`src/rtl/pipe_hazard_ctrl_pkg.sv`:
```
// Shared types for the 5-stage pipeline hazard controller: register address
// width, FSM state encoding and the in-flight writer scoreboard slot.
package pipe_pkg;

    localparam int RA_W = 5;

    typedef enum logic [1:0] {
        RUN    = 2'd0,
        DRAIN  = 2'd1,
        HALTED = 2'd2
    } state_e;

    // One in-flight writer: valid bit plus the destination register.
    typedef struct packed {
        logic            v;
        logic [RA_W-1:0] rd;
    } sb_slot_t;

    localparam sb_slot_t SB_EMPTY = '{v: 1'b0, rd: '0};

    // True when the slot holds a live writer of register r.
    function automatic logic slot_hit(input sb_slot_t s, input logic [RA_W-1:0] r);
        return s.v && (s.rd == r);
    endfunction

endpackage

```
`src/rtl/pipe_hazard_ctrl_if.sv`:
```
// ID-stage instruction fields, EX branch resolution and the pipeline control
// outputs, bundled between the datapath (master) and the controller (slave).
interface pipe_hazard_ctrl_if #(
    parameter int CNT_W = 32
);
    import pipe_pkg::*;

    logic            id_valid;
    logic [RA_W-1:0] id_rs;
    logic            id_rs_used;
    logic [RA_W-1:0] id_rt;
    logic            id_rt_used;
    logic [RA_W-1:0] id_rd;
    logic            id_we;
    logic            id_halt;
    logic            ex_br_taken;

    logic             stall_if;
    logic             stall_id;
    logic             bubble_ex;
    logic             flush_if;
    logic             flush_id;
    logic             halted;
    logic [CNT_W-1:0] stall_cnt;
    logic [CNT_W-1:0] flush_cnt;

    modport master (
        output id_valid, id_rs, id_rs_used, id_rt, id_rt_used, id_rd, id_we,
               id_halt, ex_br_taken,
        input  stall_if, stall_id, bubble_ex, flush_if, flush_id, halted,
               stall_cnt, flush_cnt
    );

    modport slave (
        input  id_valid, id_rs, id_rs_used, id_rt, id_rt_used, id_rd, id_we,
               id_halt, ex_br_taken,
        output stall_if, stall_id, bubble_ex, flush_if, flush_id, halted,
               stall_cnt, flush_cnt
    );

endinterface

```
`src/rtl/pipe_hazard_ctrl_sb_match.sv`:
```
// Compares one source register against the EX/MEM/WB writer slots. Register 0
// is hard-wired and never hits; the WB slot is ignored when the register file
// writes before it reads in the same cycle.
module sb_match
    import pipe_pkg::*;
#(
    parameter bit WB_BYPASS = 1'b1
) (
    input  logic [RA_W-1:0] r,
    input  sb_slot_t        sb_ex,
    input  sb_slot_t        sb_mem,
    input  sb_slot_t        sb_wb,
    output logic            hit
);

    logic wb_hit;

    // WB slot only counts when the register file cannot forward its write.
    assign wb_hit = (WB_BYPASS == 1'b0) && slot_hit(sb_wb, r);

    assign hit = (r != '0) && (slot_hit(sb_ex, r) || slot_hit(sb_mem, r) || wb_hit);

endmodule

```
`src/rtl/pipe_hazard_ctrl.sv`:
```
// Sequencing controller for the IF/ID/EX/MEM/WB pipeline: RAW hazard stalls
// with EX bubbles, taken-branch kills of IF/ID, halt drain/freeze, and
// stall/flush performance counters.
module pipe_hazard_ctrl
    import pipe_pkg::*;
#(
    parameter bit WB_BYPASS = 1'b1,
    parameter int CNT_W     = 32
) (
    input  logic              clk,
    input  logic              rst,
    pipe_hazard_ctrl_if.slave ctl
);

    state_e           state_q, state_d;
    sb_slot_t         sb_ex_q, sb_ex_d;
    sb_slot_t         sb_mem_q, sb_mem_d;
    sb_slot_t         sb_wb_q, sb_wb_d;
    logic [CNT_W-1:0] stall_cnt_q, stall_cnt_d;
    logic [CNT_W-1:0] flush_cnt_q, flush_cnt_d;

    logic rs_hit, rt_hit;
    logic run;
    logic hazard;
    logic hz_stall;
    logic issue;
    logic kill;
    logic sb_empty;

    sb_match #(.WB_BYPASS(WB_BYPASS)) u_rs_match (
        .r      (ctl.id_rs),
        .sb_ex  (sb_ex_q),
        .sb_mem (sb_mem_q),
        .sb_wb  (sb_wb_q),
        .hit    (rs_hit)
    );

    sb_match #(.WB_BYPASS(WB_BYPASS)) u_rt_match (
        .r      (ctl.id_rt),
        .sb_ex  (sb_ex_q),
        .sb_mem (sb_mem_q),
        .sb_wb  (sb_wb_q),
        .hit    (rt_hit)
    );

    // Hazard/issue qualification; a taken branch overrides a hazard because
    // the ID instruction is on the wrong path and is killed instead.
    always_comb begin
        // NOTE: every always_comb output gets a default first so no path
        // leaves it unassigned and no latch is inferred.
        run      = (state_q == RUN);
        hazard   = ctl.id_valid && ((ctl.id_rs_used && rs_hit) || (ctl.id_rt_used && rt_hit));
        hz_stall = hazard && !ctl.ex_br_taken;
        issue    = ctl.id_valid && !hazard && !ctl.ex_br_taken && run;
        kill     = ctl.ex_br_taken && run;
        sb_empty = !sb_ex_q.v && !sb_mem_q.v && !sb_wb_q.v;
    end

    // Pipeline control outputs, purely combinational from state and inputs.
    always_comb begin
        ctl.stall_if  = hz_stall || (state_q == DRAIN) || (state_q == HALTED);
        ctl.stall_id  = ctl.stall_if;
        ctl.bubble_ex = hz_stall || !run;
        ctl.flush_if  = kill;
        ctl.flush_id  = kill;
        ctl.halted    = (state_q == HALTED);
        ctl.stall_cnt = stall_cnt_q;
        ctl.flush_cnt = flush_cnt_q;
    end

    // Halt FSM: stop issuing once HALT issues, freeze when the scoreboard drains.
    always_comb begin
        state_d = state_q;
        case (state_q)
            RUN: begin
                if (issue && ctl.id_halt) begin
                    state_d = DRAIN;
                end
            end
            DRAIN: begin
                if (sb_empty) begin
                    state_d = HALTED;
                end
            end
            HALTED: begin
                state_d = HALTED;
            end
            default: begin
                state_d = RUN;
            end
        endcase
    end

    // Scoreboard shift: only issued writers of a non-zero register become live.
    always_comb begin
        sb_ex_d    = SB_EMPTY;
        sb_ex_d.v  = issue && ctl.id_we && (ctl.id_rd != '0);
        sb_ex_d.rd = ctl.id_rd;
        sb_mem_d   = sb_ex_q;
        sb_wb_d    = sb_mem_q;
    end

    // Performance counters; both only move in RUN, so they freeze once halted.
    always_comb begin
        stall_cnt_d = stall_cnt_q + CNT_W'(hz_stall && run);
        flush_cnt_d = flush_cnt_q + CNT_W'(kill);
    end

    // State registers with synchronous reset.
    always_ff @(posedge clk) begin
        // NOTE: sequential state uses non-blocking assignments so every flop
        // samples pre-edge values and the scoreboard shifts by exactly one slot.
        if (rst) begin
            state_q     <= RUN;
            sb_ex_q     <= SB_EMPTY;
            sb_mem_q    <= SB_EMPTY;
            sb_wb_q     <= SB_EMPTY;
            stall_cnt_q <= '0;
            flush_cnt_q <= '0;
        end else begin
            state_q     <= state_d;
            sb_ex_q     <= sb_ex_d;
            sb_mem_q    <= sb_mem_d;
            sb_wb_q     <= sb_wb_d;
            stall_cnt_q <= stall_cnt_d;
            flush_cnt_q <= flush_cnt_d;
        end
    end

endmodule

```
`src/flat_wrapper.sv`:
```
// flat-port wrapper written by rule: the top's interface ports become plain ports
module pipe_hazard_ctrl_flat import pipe_pkg::*;
#(
    parameter bit WB_BYPASS = 1'b1,
    parameter int CNT_W     = 32
)
  (clk, rst, ctl_id_valid, ctl_id_rs, ctl_id_rs_used, ctl_id_rt, ctl_id_rt_used, ctl_id_rd, ctl_id_we, ctl_id_halt, ctl_ex_br_taken, ctl_stall_if, ctl_stall_id, ctl_bubble_ex, ctl_flush_if, ctl_flush_id, ctl_halted, ctl_stall_cnt, ctl_flush_cnt);
  pipe_hazard_ctrl_if #(.CNT_W(CNT_W)) ctl_i ();
  input  logic clk;
  input  logic rst;
  input wire logic [$bits(ctl_i.id_valid)-1:0] ctl_id_valid;
  input wire logic [$bits(ctl_i.id_rs)-1:0] ctl_id_rs;
  input wire logic [$bits(ctl_i.id_rs_used)-1:0] ctl_id_rs_used;
  input wire logic [$bits(ctl_i.id_rt)-1:0] ctl_id_rt;
  input wire logic [$bits(ctl_i.id_rt_used)-1:0] ctl_id_rt_used;
  input wire logic [$bits(ctl_i.id_rd)-1:0] ctl_id_rd;
  input wire logic [$bits(ctl_i.id_we)-1:0] ctl_id_we;
  input wire logic [$bits(ctl_i.id_halt)-1:0] ctl_id_halt;
  input wire logic [$bits(ctl_i.ex_br_taken)-1:0] ctl_ex_br_taken;
  output wire logic [$bits(ctl_i.stall_if)-1:0] ctl_stall_if;
  output wire logic [$bits(ctl_i.stall_id)-1:0] ctl_stall_id;
  output wire logic [$bits(ctl_i.bubble_ex)-1:0] ctl_bubble_ex;
  output wire logic [$bits(ctl_i.flush_if)-1:0] ctl_flush_if;
  output wire logic [$bits(ctl_i.flush_id)-1:0] ctl_flush_id;
  output wire logic [$bits(ctl_i.halted)-1:0] ctl_halted;
  output wire logic [$bits(ctl_i.stall_cnt)-1:0] ctl_stall_cnt;
  output wire logic [$bits(ctl_i.flush_cnt)-1:0] ctl_flush_cnt;
  assign ctl_i.id_valid = ctl_id_valid;
  assign ctl_i.id_rs = ctl_id_rs;
  assign ctl_i.id_rs_used = ctl_id_rs_used;
  assign ctl_i.id_rt = ctl_id_rt;
  assign ctl_i.id_rt_used = ctl_id_rt_used;
  assign ctl_i.id_rd = ctl_id_rd;
  assign ctl_i.id_we = ctl_id_we;
  assign ctl_i.id_halt = ctl_id_halt;
  assign ctl_i.ex_br_taken = ctl_ex_br_taken;
  assign ctl_stall_if = ctl_i.stall_if;
  assign ctl_stall_id = ctl_i.stall_id;
  assign ctl_bubble_ex = ctl_i.bubble_ex;
  assign ctl_flush_if = ctl_i.flush_if;
  assign ctl_flush_id = ctl_i.flush_id;
  assign ctl_halted = ctl_i.halted;
  assign ctl_stall_cnt = ctl_i.stall_cnt;
  assign ctl_flush_cnt = ctl_i.flush_cnt;
  pipe_hazard_ctrl #(.WB_BYPASS(WB_BYPASS), .CNT_W(CNT_W)) u_core (.clk(clk), .rst(rst), .ctl(ctl_i));
endmodule
```
`config.mk`:
```
export PLATFORM = sky130hd
export DESIGN_NAME = pipe_hazard_ctrl_flat
export DESIGN_NICKNAME = d
export VERILOG_FILES = /design/src/rtl/pipe_hazard_ctrl_pkg.sv /design/src/rtl/pipe_hazard_ctrl_if.sv /design/src/rtl/pipe_hazard_ctrl_sb_match.sv /design/src/rtl/pipe_hazard_ctrl.sv /design/src/flat_wrapper.sv
export SDC_FILE = /design/constraint.sdc
export NUM_CORES = 1
export LEC_CHECK = 0
export BUFFER_PORTS_ARGS = -buffer_cell sky130_fd_sc_hd__buf_2
export CAP_MARGIN = 40
export CORE_MARGIN = 1
export CORE_UTILIZATION = 49
export DETAILED_ROUTE_END_ITERATION = 8
export PLACE_DENSITY = 0.77
export REMOVE_ABC_BUFFERS = 1
export SYNTH_ARGS = -nofsm -noshare
export SYNTH_HDL_FRONTEND = slang
export SYNTH_HIERARCHICAL = 1
export SYNTH_SLANG_ARGS = --single-unit
```
`constraint.sdc`:
```
create_clock -name clk -period 3 [get_ports clk]
set_input_delay 0.6 -clock clk [delete_from_list [all_inputs] [get_ports clk]]
set_output_delay 0.6 -clock clk [all_outputs]
set_load 0.05 [all_outputs]
```
==> results of run 1 <==
## critical path: cells and delay by family
family | cells | cell delay, ps
AOI/OAI and AO/OA | 2 | 260
and+or+nand+nor | 4 | 1080
buffers and inverters | 3 | 420
## registers in the layout, summed over array words and instances, names as in the netlist
signal / flops
u_core/sb_ex_q: 6
u_core/ctl.flush_cnt: 32
u_core/ctl.stall_cnt: 32
u_core/sb_mem_q: 6
u_core/sb_wb_q: 1
u_core/state_q: 2
## cell type report
cell class / count / area, um^2 / area share
multi-input cells: 318 / 2190 / 0.446
flip-flops and latches: 79 / 1590 / 0.323
repair buffers: 121 / 734 / 0.149
clock buffers: 11 / 131 / 0.0267
well taps: 99 / 124 / 0.0252
clock inverters: 5 / 106 / 0.0216
inverters: 11 / 41.3 / 0.00840
## worst max path at each step
stage,to,slack [ps],cells after the start
6_report,ctl_stall_id,30,9
2_1_floorplan,u_core/ctl.stall_cnt[22],-290,13
4_1_cts,u_core/ctl.stall_cnt[22],-5,15
3_5_place_dp,u_core/ctl.stall_cnt[28],-400,15
3_3_place_gp,u_core/ctl.stall_cnt[22],-250,15
5_1_grt,u_core/ctl.stall_cnt[22],-80,14
## power by group through the flow
stage | Clock, uW | Sequential (uW) | Combinational, uW
4_1_cts | 963 | 1100 | 484
3_5_place_dp | 0 | 1120 | 466
2_1_floorplan | 0 | 1150 | 302
3_3_place_gp | 0 | 1120 | 456
6_report | 940 | 1100 | 513
5_1_grt | 1020 | 1100 | 548
## through the flow
| stage | setup slack (ps) | total power, uW | utilization | setup TNS (ps) |
|---|---|---|---|---|
| 2_1_floorplan | -286 | 1460 | - | -2640 |
| 3_3_place_gp | -255 | 1580 | 0.602 | -3300 |
| 3_5_place_dp | -399 | 1590 | 0.602 | -5120 |
| 4_1_cts | -4.99 | 2550 | 0.646 | -9.94 |
| 5_1_grt | -80.6 | 2670 | 0.667 | -525 |
| 6_report | 31.9 | 2550 | 0.667 | 0 |
## per-layer routing
layer	vias up	track usage	part of all wire	wire length (um)
li1	1784	-	-	-
met5	-	0	0	0
met1	1742	0.271	0.45	4090
met3	9	0.0601	0.047	419
met4	0	0.0591	0.0077	69
met2	97	0.381	0.49	4420
## repair_timing
action	CTS	global route
buffers inserted	4	6
cloned	1	0
hold buffers	0	0
gates resized for setup	16	26
pin swaps	14	9
setup endpoints to repair	7	20
==> results.md, run 1 <==
- Root Buffer: clkbuf_8
- Outcome: complete, no violations
- Initial Utilization: 0.517
- Area growth syn-to-layout: 28.8%
- First-pass GRT wire length: roughly 15,000 um
- CP max stage delay: approximately 530 ps
- Cell internal pwr: 1800 uW
- Crit-path max FO: 3
- Clock share of power: 0.368
- # IOs: 93
- Deepest level of the CTS H-tree: 3
- Drt first pass iters: 5
- Post-DP HPWL: 6030 um
- Worst hold slack: a little under 500 ps
- Worst Skew: 9.64 ps
- Placed insts: just over 600
- Seq pwr share: 0.431
- Most common cell after layout, fill and taps aside: buf_2
- Design area: 4910 um^2
- Unrepaired setup endpoints after global routing: true
- Post-route ant nets: 0
- Gr ovfl total: 0
- Clock transition at path regs: 80 ps
- Fin cells: 644
- Crit path time final: 2970 ps
- Comb power frac: 0.201
- Slowest cell on crit path: or4_1
- Die width: 90.2 um
- Via count: 3,632
- Maximum vdd drop: 0.699 mV
- GRT Overall Usage: 0.221
- Wire length per cell: 14.0 um
- Max-cap viol count: 0
- Slew @ Worst Pin: 867 ps
- Max Slew Vio Count: 0
- Psw: ~750 uW
- Total CTS buffers: 9
- R2R Path End: u_core/ctl.stall_cnt[22]
- Area after DPL: 4440 um^2
- CTS tree: done
- Slew headroom: 0.422
- Sinks on Clock Net: 79
- Hold Fails Final Rpt: 0
- Crit-path cells: buf_2 -> or4_1 -> nor2_1 -> a21oi_1 -> a22oi_2 -> nor2b_2 -> buf_4 -> or3_4 -> buf_6
- Die ar.: 8140 um^2
- Crit. Startpoint: ctl_id_rt[0]
- DRT Wirelength: 9000 um
- Die H: 90.2 um
- Vias in the first global route: 3,356
- Leakage: 0.00195 uW
- Power per cell area: 520 nW/um^2
- Antenna Cells: 0
- Core Area: between 7000 and 8000 um^2
- Setup slack, reg-to-reg: 80 ps
- Clock Latency Late Sink: 350 ps
- R2R depth: 14
- Achievable clock frequency: 337 MHz
- Highest-count cells in the layout ignoring fill and taps: buf_2, dfxtp_1, a21oi_1, xor2_1, or4_1
- Setup crit start kind: input port
- Layout cell share with drive strength beyond 1: 0.303
- Hold depth: 2
- Rows: 31
- Mapped Cells: 433
- Vias per cell: roughly 5.6
- DRC viols: 0
- Clock buffer depth: 2
- Worst hold path startpoint: ctl_id_rd[3]
- Largest net degree at the start of global routing: 47
- Setup violators final: 0
- Port bufs: 92
- Critical Path RT: 2400 ps
- Worst R2R Start: u_core/sb_mem_q[3]
- Syn avg cell area: a little under 9 um^2
- GP Congestion: 0.809
- Sw Share: 0.295
- CP endpoint kind: primary output
- Synth warnings: 6
- Synth Cell Area: 3810 um^2
- Fin crit share: 0.989
- Hold worst-path end: u_core/sb_ex_q[3]
- Initial antenna violation count: 0
- Hold Path Class: input port to flop
- CP arrival: about 2400 ps
- Fillers: ~620
- Critical path class: input port to primary output
- Initial DRC count: around 160
- Final #Nets: ~570
No activity file was read; power rests on OpenSTA's default activity.
==> inputs of run 2 (changes only) <==
--- a/config.mk
+++ b/config.mk
@@ -8,9 +8,9 @@
 export BUFFER_PORTS_ARGS = -buffer_cell sky130_fd_sc_hd__buf_2
 export CAP_MARGIN = 40
 export CORE_MARGIN = 1
-export CORE_UTILIZATION = 49
+export CORE_UTILIZATION = 50
 export DETAILED_ROUTE_END_ITERATION = 8
-export PLACE_DENSITY = 0.77
+export PLACE_DENSITY = 0.81
 export REMOVE_ABC_BUFFERS = 1
 export SYNTH_ARGS = -nofsm -noshare
 export SYNTH_HDL_FRONTEND = slang
==> constraint.sdc (replaced) <==
create_clock -name clk -period 2.86 [get_ports clk]
set_input_delay 0.572 -clock clk [delete_from_list [all_inputs] [get_ports clk]]
set_output_delay 0.572 -clock clk [all_outputs]
set_load 0.05 [all_outputs]
==> run 2 against run 1 <==
Effect of this change: clock-buffer cell count shrank 2; die area decreased by 2.0%; setup slack worse by 160 ps; clock skew grew 4.9 ps; via count grew 0.41%; utilization decreased by 0.72 points; design area fell by 1.6%; wire length up 1.8%; largest cell class unchanged; the flow now finishes with violations (setup timing).
==> results.md, run 2 (same netlist as run 1, synthesis figures left out) <==
- Worst R2R Start: u_core/sb_mem_q[2]
- Area growth syn-to-layout: 26.8%
- Fin crit share: 1.05
- M1 GR Usage: 0.276 (+0.00511)
- Met2 usage: 0.386 (+0.00480)
- Layout cell share with drive strength beyond 1: 0.298 (-0.00496)
- Cell internal pwr: 1650 uW (-8.3%)
- Failing checks: setup timing
- Worst Setup Slack, final: -131 ps (-163 ps)
- Crit. Startpoint: ctl_id_rt[1]
- R2R Path End: u_core/ctl.stall_cnt[23]
- Maximum vdd drop: 0.308 mV (-56%)
- Critical Path RT: 3130 ps (+730 ps)
- Leakage: 0.00192 uW (-1.5%)
- Comb power frac: 0.224 (+0.023)
- Die H: 89.3 um (-0.98%)
- Slew @ Worst Pin: 585 ps (-283 ps)
- CTS tree: done
- Initial Utilization: 0.520 (+0.00274)
- Critical path class: input port to flop
- GR Layer Usage met3: 0.0609 (+0.000874)
- Clock share of power: 0.308 (-0.060)
- Crit path to: u_core/ctl.stall_cnt[23]
- GRT Overall Usage: 0.227 (+0.00540)
- Vias in the first global route: 3,153 (-6.0%)
- Setup violators final: 17 (+17)
- Psw: 815 uW (+8.4%)
- CP endpoint kind: flop
- Highest-count cells in the layout ignoring fill and taps: buf_2, dfxtp_1, a21oi_1, xor2_1, or4_1
- Design area: 4830 um^2 (-1.6%)
- Crit path time final: 2990 ps
- Final TNS setup: -1010 ps (-1010 ps)
- Slew headroom: 0.610 (+0.188)
- Clock Latency Late Sink: 350 ps (about the same)
- Root Buffer: clkbuf_8
- Core Area: 7330 um^2 (-0.53%)
- Wire length per cell: 14.2 um (+2.0%)
- Outcome: finished, violations left
- Power per cell area: 510 nW/um^2 (-1.8%)
- DRC viols: 0 (unchanged)
- Post-route ant nets: 0 (unchanged)
- CP arrival: 3260 ps (+890 ps)
- Setup slack, reg-to-reg: -120 ps (-200 ps)
- Most common cell after layout, fill and taps aside: buf_2
- Port bufs: 92 (unchanged)
- Gr ovfl total: 0 (unchanged)
- Setup crit start kind: input port
- Total CTS buffers: 9 (unchanged)
- DRT Wirelength: 9160 um (+1.8%)
- Worst hold path startpoint: ctl_id_rd[2]
- Via count: 3,647 (+0.41%)
- Rows: 31 (unchanged)
- # IOs: 93 (unchanged)
- Unrepaired setup endpoints after global routing: true
- Tot Pwr: 2470 uW (-3.4%)
- Max Slew Vio Count: 0 (unchanged)
- Initial antenna violation count: 0 (unchanged)
- Crit-path max FO: 6 (+3)
- Largest net degree at the start of global routing: 34 (-28%)
- Initial DRC count: 179 (+14%)
- Max-cap viol count: 0 (unchanged)
- Deepest level of the CTS H-tree: 3 (unchanged)
- Seq pwr share: 0.468 (+0.037)
- Hold Fails Final Rpt: 0 (unchanged)
- Worst Skew: 14.6 ps (+4.91 ps)
- Area after DPL: 4420 um^2 (-0.45%)
- Sinks on Clock Net: 79 (unchanged)
- Die ar.: 7980 um^2 (-2.0%)
- Busiest layer in global routing: met2
- Hold Path Class: input port to flop
- Antenna Cells: 0 (unchanged)
- Achievable clock frequency: 334 MHz
- Drt first pass iters: 4 (-1)
- Final #Nets: 571 (-0.17%)
- Sw Share: 0.330 (+0.0359)
- Clock transition at path regs: 90 ps (about the same)
- GP Congestion: 0.837 (+3.5%)
- R2R depth: 13 (-1)
- Post-DP HPWL: 6280 um (+4.1%)
- Vias per cell: 5.67 (+0.57%)
- First-pass GRT wire length: 14,100 um (-5.5%)
- Clock buffer depth: 2 (unchanged)
- Fillers: 609 (-2.4%)
- Hold-fix buffers, CTS: 0 (unchanged)
- Die width: 89.3 um (-0.98%)
-- run 2: worst min path at each step --
stage	slack (ps)	endpoint	cells after the start
finish	450	u_core/sb_ex_q[2]	2
global placement	460	u_core/ctl.stall_cnt[31]	2
detailed placement	480	u_core/ctl.stall_cnt[31]	2
CTS	440	u_core/sb_ex_q[4]	2
global route	440	u_core/sb_ex_q[0]	2
floorplan	460	u_core/state_q[1]	2
-- run 2: what timing repair did --
| action | 4_1_cts | 5_1_grt |
|---|---|---|
| pin swaps | 17 | 9 |
| buffers inserted | 8 | 2 |
| cloned | 0 | 1 |
| endpoints found under the setup margin | 18 | 24 |
| gates resized for setup | 25 | 15 |
-- run 2: layout make-up --
cell class / instances / area, um^2 / area share
clock buffers: 9 / 124 / 0.0256
clock inverters: 7 / 56.3 / 0.0116
inverters: 11 / 41.3 / 0.00854
multi-input cells: 318 / 2180 / 0.450
flip-flops and latches: 79 / 1580 / 0.328
well taps: 99 / 124 / 0.0256
repair buffers: 120 / 728 / 0.151
-- run 2: critical path, cell delays in order --
cell	delay, ps
buf_2	120
xor2_1	170
nor4_1	310
nand3_1	140
a21oi_2	140
a22oi_2	80
nor2b_1	170
and2_4	190
ha_4	120
and4_4	240
nand4_1	160
buf_6	190
or4_1	480
a21oi_1	170
-- run 2: through the flow --
step	hold WS [ps]	util	worst slack, ps	cells
floorplan	465	-	-398	408
global placement	460	0.602	-363	616
detailed placement	480	0.602	-593	616
CTS	438	0.649	-103	640
global route	442	0.659	-257	643
finish	453	0.659	-131	643
-- run 2: metal layers --
metal,wire (um),vias up
met3,436,10
met2,4740,114
li1,-,1790
met1,3900,1733
met4,88,0
met5,0,-
-- run 2: power by group through the flow --
stage	Combinational [uW]	Clock [uW]	Sequential (uW)
2_1_floorplan	317	0	1210
6_report	552	761	1150
5_1_grt	595	838	1160
3_3_place_gp	470	0	1180
3_5_place_dp	482	0	1180
4_1_cts	540	780	1150
==> inputs of run 3 (changes only) <==
--- a/config.mk
+++ b/config.mk
@@ -10,6 +10,7 @@
 export CORE_MARGIN = 1
 export CORE_UTILIZATION = 50
 export DETAILED_ROUTE_END_ITERATION = 8
+export MAX_ROUTING_LAYER = met4
 export PLACE_DENSITY = 0.81
 export REMOVE_ABC_BUFFERS = 1
 export SYNTH_ARGS = -nofsm -noshare
==> run 3 against run 2 <==
Effect of this change: critical path depth unchanged; register-to-register slack got worse by 20 ps; largest power group unchanged; the run still ends with setup timing left; critical endpoint unchanged; non-clock buffer count unchanged; largest cell class unchanged.
==> results.md, run 3 (same netlist as run 1, synthesis figures left out) <==
- Layout cell share with drive strength beyond 1: 0.301 (+0.00368)
- Highest-count cells in the layout ignoring fill and taps: buf_2, dfxtp_1, a21oi_1, xor2_1, or4_1
- Vias per cell: 5.71 (+0.71%)
- CTS tree: done
- Fin crit share: 1.05 (+0.00795)
- Clock Latency Late Sink: 350 ps (about the same)
- Port bufs: 92 (unchanged)
- Sw Share: 0.332 (+0.00104)
- Maximum vdd drop: 0.309 mV (+0.25%)
- Clock transition at path regs: 90 ps (about the same)
- Post-DP HPWL: 6280 um (unchanged)
- Max Slew Vio Count: 0 (unchanged)
- Core Area: 7330 um^2 (unchanged)
- Gr ovfl total: 0 (unchanged)
- Comb power frac: 0.224 (about the same)
- Worst Skew: 15.4 ps (+0.798 ps)
- Crit path time final: 3010 ps (+22.7 ps)
- Largest net degree at the start of global routing: 34 (unchanged)
- Setup violators final: 17 (unchanged)
- Sequential cell area: 1580 um^2 (unchanged)
- Die ar.: 7980 um^2 (unchanged)
- DRC viols: 0 (unchanged)
- Achievable clock frequency: 332 MHz (-0.75%)
- Post-route ant nets: 0 (unchanged)
- DRT Wirelength: 9200 um (+0.40%)
- Drt first pass iters: 4 (unchanged)
- Wire length per cell: 14.3 um (+0.40%)
- Initial Utilization: 0.520 (unchanged)
- Failing checks: setup timing
- Leakage: 0.00192 uW (about the same)
- Worst Setup Slack, final: -154 ps (-22.7 ps)
- Initial DRC count: 186 (+3.9%)
- CP endpoint kind: flop
- GRT Overall Usage: 0.233 (+0.00660)
- Critical path class: input port to flop
- Rows: 31 (unchanged)
- Unrepaired setup endpoints after global routing: true
- Most common cell after layout, fill and taps aside: buf_2
- Antenna Cells: 0 (unchanged)
- Slew headroom: 0.586 (-0.0244)
- Max-cap viol count: 0 (unchanged)
- # IOs: 93 (unchanged)
- GP Congestion: 0.850 (+1.6%)
- Vias in the first global route: 3,148 (-0.16%)
- Critical Path RT: 3130 ps (about the same)
- Setup crit start kind: input port
- Die width: 89.3 um (unchanged)
- Slew @ Worst Pin: 621 ps (+36.6 ps)
- First-pass GRT wire length: 14,100 um (about the same)
- Root Buffer: clkbuf_8
- Hold-fix buffers, CTS: 0 (unchanged)
- Psw: 819 uW (+0.47%)
- Fillers: 607 (-0.33%)
- Clock share of power: 0.309 (about the same)
- Via count: 3,673 (+0.71%)
- Hold Path Class: input port to flop
- Crit-path max FO: 6 (unchanged)
- Sinks on Clock Net: 79 (unchanged)
- Outcome: finished, violations left
- Tot Pwr: 2470 uW (+0.16%)
- Total CTS buffers: 9 (unchanged)
- Area growth syn-to-layout: 27.0%
- Clock buffer depth: 2 (unchanged)
- Final #Nets: 571 (unchanged)
- Initial antenna violation count: 0 (unchanged)
- Die H: 89.3 um (unchanged)
- Deepest level of the CTS H-tree: 3 (unchanged)
- Power per cell area: 510 nW/um^2 (about the same)
- Seq pwr share: 0.467 (about the same)
- Area of the multi-input gates: 2180 um^2 (+0.34%)
- CP arrival: 3280 ps (+20 ps)
- Cell internal pwr: 1650 uW (about the same)
- Pre-CTS setup slack: -593 ps (unchanged)
- Hold Fails Final Rpt: 0 (unchanged)
==> run 3: worst paths after layout <==
check	startpoint	end	slack [ps]	cells past startpoint
worst max-delay path	ctl_id_rs[2]	u_core/ctl.stall_cnt[23]	-150	14
worst min-delay path	ctl_id_rd[2]	u_core/sb_ex_q[2]	450	2
worst max register to register	u_core/sb_mem_q[2]	u_core/ctl.stall_cnt[23]	-140	13
worst min register to register	u_core/ctl.stall_cnt[31]	u_core/ctl.stall_cnt[31]	480	2
==> run 3: critical path: stages <==
cell,delay (ps)
buf_6,100
xor2_2,170
nor4_2,290
nand3_1,130
a21oi_2,160
a22oi_2,110
nor2b_1,170
and2_4,190
ha_4,120
and4_4,240
nand4_1,160
buf_6,190
or4_1,480
a21oi_1,180
==> run 3: what timing repair did <==
action / CTS / global route
setup endpoints to repair: 18 / 24
pin swaps: 17 / 10
resized for setup: 25 / 17
cloned: 0 / 1
buffers inserted: 8 / 2
==> run 3: cell type report <==
type                    count  share of cell area
clock buffers               9              0.0256
well taps                  99              0.0256
repair buffers            120               0.150
multi-input cells         318               0.451
flip-flops and latches     79               0.327
clock inverters             7              0.0116
inverters                  11             0.00853
==> run 3: per-stage QoR <==
stage	cell area [um^2]	setup TNS, ps	hold WS, ps	util	std cells
final	4840	-1100	451	0.661	643
after global routing	4840	-3310	447	0.661	643
after CTS	4760	-722	438	0.649	640
after detailed placement	4420	-9890	480	0.602	616
after global placement	4420	-5710	460	0.602	616
after floorplan	3700	-6570	465	-	408
==> run 3: per-layer routing <==
layer  share of wire  vias to the layer above  GRT usage
met5               0                        -          -
met4           0.015                        0     0.0866
met3           0.053                       18     0.0508
met2            0.51                      126      0.385
met1            0.42                     1739      0.279
li1                -                     1790          -
==> run 3: power by group through the flow <==
stage | logic [uW] | clock network (uW) | registers, uW
2_1_floorplan | 317 | 0 | 1210
3_3_place_gp | 470 | 0 | 1180
3_5_place_dp | 482 | 0 | 1180
4_1_cts | 540 | 780 | 1150
5_1_grt | 595 | 836 | 1160
6_report | 553 | 764 | 1150
